$ cat src/rtl/mfi_reg_check.sv
// mfi_reg_check: shadow register file built from retired destination writes; each retired source read is checked against it.
// Latency: err/err_code/err_order update one cycle after the offending beat; a write at beat N is checked by beat N+1.
// Backpressure: none, one beat per cycle is always accepted. `MFI_ORDER_CHECK_EN adds the retirement order continuity check.
module mfi_reg_check #(
    parameter int ZERO_REG = 1,
    parameter int XLEN     = 32
) (
    input  logic            clock,
    input  logic            reset,
    input  logic            mfi_valid,
    input  logic [31:0]     mfi_order,
    input  logic            mfi_trap,
    input  logic [3:0]      mfi_src1_addr,
    input  logic [XLEN-1:0] mfi_src1_rdata,
    input  logic [3:0]      mfi_src2_addr,
    input  logic [XLEN-1:0] mfi_src2_rdata,
    input  logic [3:0]      mfi_dest_addr,
    input  logic [XLEN-1:0] mfi_dest_wdata,
    output logic            err,
    output logic [1:0]      err_code,
    output logic [31:0]     err_order,
    output logic [15:0]     check_count
);

    localparam logic [1:0] CODE_NONE  = 2'd0;
    localparam logic [1:0] CODE_SRC1  = 2'd1;
    localparam logic [1:0] CODE_SRC2  = 2'd2;
    localparam logic [1:0] CODE_ORDER = 2'd3;

    localparam logic [15:0] KNOWN_RST = (ZERO_REG != 0) ? 16'h0001 : 16'h0000;

    logic [XLEN-1:0] shadow [16];
    logic [15:0]     known;

    logic       src1_bad;
    logic       src2_bad;
    logic       order_bad;
    logic       dest_wr;
    logic [1:0] beat_code;

`ifdef MFI_ORDER_CHECK_EN
    logic        order_base_vld;
    logic [31:0] order_last;

    // Baseline is taken from the first beat after reset; trapped beats still advance it.
    always_ff @(posedge clock) begin
        if (reset) begin
            order_base_vld <= 1'b0;
            order_last     <= '0;
        end else if (mfi_valid) begin
            order_base_vld <= 1'b1;
            order_last     <= mfi_order;
        end
    end

    assign order_bad = order_base_vld && (mfi_order != order_last + 32'd1);
`else
    assign order_bad = 1'b0;
`endif

    // Sources compare against the pre-update shadow, so a self-dependent beat checks the old value.
    always_comb begin
        src1_bad  = known[mfi_src1_addr] && (mfi_src1_rdata != shadow[mfi_src1_addr]);
        src2_bad  = known[mfi_src2_addr] && (mfi_src2_rdata != shadow[mfi_src2_addr]);
        dest_wr   = mfi_valid && !mfi_trap && !((ZERO_REG != 0) && (mfi_dest_addr == 4'd0));
        beat_code = CODE_NONE;
        if (src1_bad) begin
            beat_code = CODE_SRC1;
        end else if (src2_bad) begin
            beat_code = CODE_SRC2;
        end else if (order_bad) begin
            beat_code = CODE_ORDER;
        end
    end

    // Only entry 0 needs a defined value; other entries are masked by known until written.
    always_ff @(posedge clock) begin
        if (reset) begin
            if (ZERO_REG != 0) begin
                shadow[0] <= '0;
            end
        end else if (dest_wr) begin
            shadow[mfi_dest_addr] <= mfi_dest_wdata;
        end
    end

    always_ff @(posedge clock) begin
        if (reset) begin
            known <= KNOWN_RST;
        end else if (dest_wr) begin
            known[mfi_dest_addr] <= 1'b1;
        end
    end

    always_ff @(posedge clock) begin
        if (reset) begin
            err       <= 1'b0;
            err_code  <= CODE_NONE;
            err_order <= '0;
        end else if (mfi_valid && !err && (beat_code != CODE_NONE)) begin
            err       <= 1'b1;
            err_code  <= beat_code;
            err_order <= mfi_order;
        end
    end

    always_ff @(posedge clock) begin
        if (reset) begin
            check_count <= '0;
        end else if (mfi_valid && (check_count != 16'hFFFF)) begin
            check_count <= check_count + 16'd1;
        end
    end

endmodule

$ cat config.mk
export PLATFORM = sky130hd
export DESIGN_NAME = mfi_reg_check
export DESIGN_NICKNAME = d
export VERILOG_FILES = /design/src/rtl/mfi_reg_check.sv
export SDC_FILE = /design/constraint.sdc
export NUM_CORES = 1
export LEC_CHECK = 0
export ABC_AREA = 1
export CORE_MARGIN = 8
export CORE_UTILIZATION = 30
export DETAILED_ROUTE_END_ITERATION = 7
export MAX_ROUTING_LAYER = met4
export PLACE_DENSITY = 0.54
export SLEW_MARGIN = 30
export SYNTH_ARGS = -nofsm -noshare
export SYNTH_HDL_FRONTEND = slang
export SYNTH_SLANG_ARGS = --single-unit
$ cat constraint.sdc
create_clock -name clock -period 3.72 [get_ports clock]
set_input_delay 0.744 -clock clock [delete_from_list [all_inputs] [get_ports clock]]
set_output_delay 0.744 -clock clock [all_outputs]
set_load 0.02 [all_outputs]
==> impl_metrics.csv <==
group,metric,value,unit
setup_path,cpPeakStageDelay,0.26,ns
cells_and_area,areaGrowthSynthToFinish,21.7,%
synthesis,async_flop_share,0,
timing,clock_skew,0.0145,ns
clock_tree,cts_buffers,67,
synthesis,syn_inst,3596,
run,maxCapViolations,0,
synthesis,ys_seq_elements,579,
synthesis,yosysTopAreaCellShare,0.503,
clock_tree,numClockSinks,579,
cells_and_area,nets,3940,
grt,grt_usage,0.194,
timing,setup_viol,0,
routing,viasPerCell,5.04,
timing,relSlewSlack,0.342,
clock_tree,path_clk_slew,0.06,ns
run_status,outcome,"finished, final reports clean",
routing,first_iter_violations,2635,
cells_and_area,utilization,0.367,
floorplan,core,101000,sq um
routing,wire_per_inst,20.9,um
synthesis,synth.largest_area_cell,"edfxtp_1",
synthesis,yosysWarningCount,0,
clock_tree,clock_latency,0.62,ns
clock_tree,ctsHtreeMaxLevel,3,
setup_path,cp-end-kind,"flop",
setup_path,worst-path-buf-inv,5,
setup_path,crit_type,"in -> reg",
power_and_ir_drop,total_leakage_power,14.7,nW
synthesis,avgSynthCellArea,8.50,sq um
grt,grt_pass1_wl,162,mm
timing,slew_violations,0,
cells_and_area,drive_gt1_frac,0.0869,
clock_tree,cts_tree,"built",
place,port_buffers,194,
setup_path,crit_slowest_cell,"nand2_1",
grt,grt_overflow,0,
clock_tree,holdBufCountCts,0,
setup_path,critical_path_arrival,3.45,ns
synthesis,synth_nets,3741,
routing,routed_wl,109,mm
setup_path,critPathTopFamily,"simple AND/OR/NAND/NOR gates",
clock_tree,post_cts_resized,0,
synthesis,synth.area.top_cells,"edfxtp_1, nand2_1, nand3_1",
synthesis,synth_cell_types,32,
synthesis,synth_enable_flop_cells,512,
setup_path,crit_required,4.27,ns
synthesis,ys.flop_type,"edfxtp_1",
clock_tree,root_buffer,"clkbuf_16",
cells_and_area,nFillCells,10200,
setup_path,crit_top_cell,"nand2_1",
grt,grt_pass1_vias,24600,
timing,max_freq,344,MHz
timing,rsz0062_at_grt,"no",
setup_path,cp_cell_sequence,"buf_4 > inv_6 > buf_12 > buf_12 > nand3_1 > nand3_1 > nand3_1 > nand2_1 > nand2_1 > nand2_1 > nand2_1 > nor2_1 > nand2_1 > nor2_1 > nand2_1 > nand2_1 > nand2_2 > buf_12 > nand2_1 > nand2_1 > nor2_1",
routing,vias,26300,
timing,post-route-period-util,0.781,
grt,antenna_found_initial,4,
routing,firstDrtPassIters,7,
grt,grt_max_degree,100,
synthesis,yosysSeqAreaShare,0.547,
routing,ant_nets,0,
timing,hold_viol_final,0,
place,dpl.hpwl,66.9,mm
clock_tree,clockBufferDepth,3,
floorplan,initial_utilization,0.301,
floorplan,ios,195,
floorplan,dieWidth,335,um
place,gp_congestion,0.848,
floorplan,dieArea,112000,sq um
floorplan,dieHeight,335,um
place,pre_cts_ws,0.189,ns
timing,fin_setup_tns,0,ns
routing,drc_errors,0,
floorplan,rows,117,
timing,worst_pin_slew,0.987,ns
power_and_ir_drop,powerDensity,417,nW/um^2
power_and_ir_drop,ir_drop,324,uV
setup_path,startpoint_type,"input pin",
clock_tree,cts_setup_buffers,0,
timing,fin_ws,0.815,ns
hold_path,min_path_type,"in -> reg",
timing,period_needed,2.91,ns
synthesis,netlist_area,30600,sq um
setup_path,critPathMaxFanout,33,
## per-stage QoR
step	std cells	power (mW)	area, sq um	hold slack, ns
finish	5218	15.5	37200	0.474
global route	5216	16.0	37200	0.500
CTS	5213	15.6	37200	0.442
detailed placement	5094	9.22	35100	0.466
global placement	5094	9.21	35100	0.460
floorplan	3596	8.36	30600	0.441
## cells in the mapped netlist (15+ instances only)
cell type	number
buf_1	36
dfxtp_1	67
nor2_1	222
o21ai_0	76
inv_1	483
edfxtp_1	512
buf_2	126
nand2_1	966
nand3b_1	28
nand3_1	597
clkbuf_1	54
or2_2	39
a21oi_1	64
buf_6	15
o211ai_1	271
## report_power, final
group / switching [mW] / leakage [nW] / internal, mW / total (mW)
Sequential: 0.0493 / 4.27 / 7.13 / 7.18
Combinational: 1.20 / 9.41 / 0.704 / 1.91
Clock: 2.71 / 1.02 / 3.71 / 6.42
## final cells by class
class / count / area (sq um) / area share
timing repair buffer: 364 / 3860 / 0.104
inverter: 486 / 1840 / 0.0493
sequential: 579 / 16700 / 0.449
multi-input combinational: 2297 / 11000 / 0.295
clock inverter: 32 / 223 / 0.00599
clock buffer: 87 / 1860 / 0.0499
antenna: 5 / 12.5 / 0.000336
tap: 1368 / 1710 / 0.0460
## worst reg2reg max path: stages (launching register included)
cell and delay [ns]:
edfxtp_1 0.38, or2_2 0.30, nand3_1 0.07, nand3_1 0.07, nand3_1 0.12, nand2_1 0.06, nand2_1 0.06, nand2_1 0.10
inv_1 0.08, nand2_1 0.22, nor2_1 0.17, nand2_1 0.12, nor2_1 0.10, nand2_1 0.08, nand2_1 0.10, nand2_2 0.12
buf_12 0.19, nand2_1 0.07, nand2_1 0.04, nor2_1 0.10
## state kept, by name (all words and copies together) (netlist names)
register	cells
err_code	2
err_order	32
known	16
err	1
shadow	512
check_count	16
## metal layers
metal | part of all wire | vias to the layer above | global-route usage
li1 | - | 12500 | -
met2 | 0.47 | 1083 | 0.315
met4 | 0.029 | 0 | 0.0634
met5 | 0 | - | -
met3 | 0.074 | 212 | 0.0272
met1 | 0.42 | 12500 | 0.250
## path summary, 6_finish.rpt
path | from | endpoint | cells after the start | slack, ns
worst min register to register | err_order[14]$_SDFFE_PP0P_ | err_order[14]$_SDFFE_PP0P_ | 2 | 0.48
worst max register to register | shadow[4][3]$_DFFE_PP_ | err_order[3]$_SDFFE_PP0P_ | 19 | 1.11
worst max-delay path | mfi_src2_addr[1] | err_order[3]$_SDFFE_PP0P_ | 21 | 0.81
worst min-delay path | reset | known[4]$_SDFFE_PP0P_ | 4 | 0.47
## cell usage in the layout, fill, tap and decap left out, types with 28 or more instances in the layout
cell | Yosys | final
buf_4 | 3 | 122
inv_1 | 483 | 477
edfxtp_1 | 512 | 512
or2_2 | 39 | 39
o21ai_0 | 76 | 76
nand3_1 | 597 | 597
nor2_1 | 222 | 207
nand2_1 | 966 | 964
nand3b_1 | 28 | 28
buf_12 | 0 | 52
clkdlybuf4s50_1 | 0 | 185
clkbuf_16 | 0 | 71
a21oi_1 | 64 | 64
o211ai_1 | 271 | 271
dfxtp_1 | 67 | 67
## kinds of logic after synthesis
logic type               Yosys count  synth area share
AND/OR/NAND/NOR                 1866             0.261
buffers and inverters            720            0.0976
adder cells (fa/ha/maj)            1          0.000409
flip-flops                       579             0.547
AO/OA/AOI/OAI                    430            0.0941
Power figures use the tool's default switching activity.
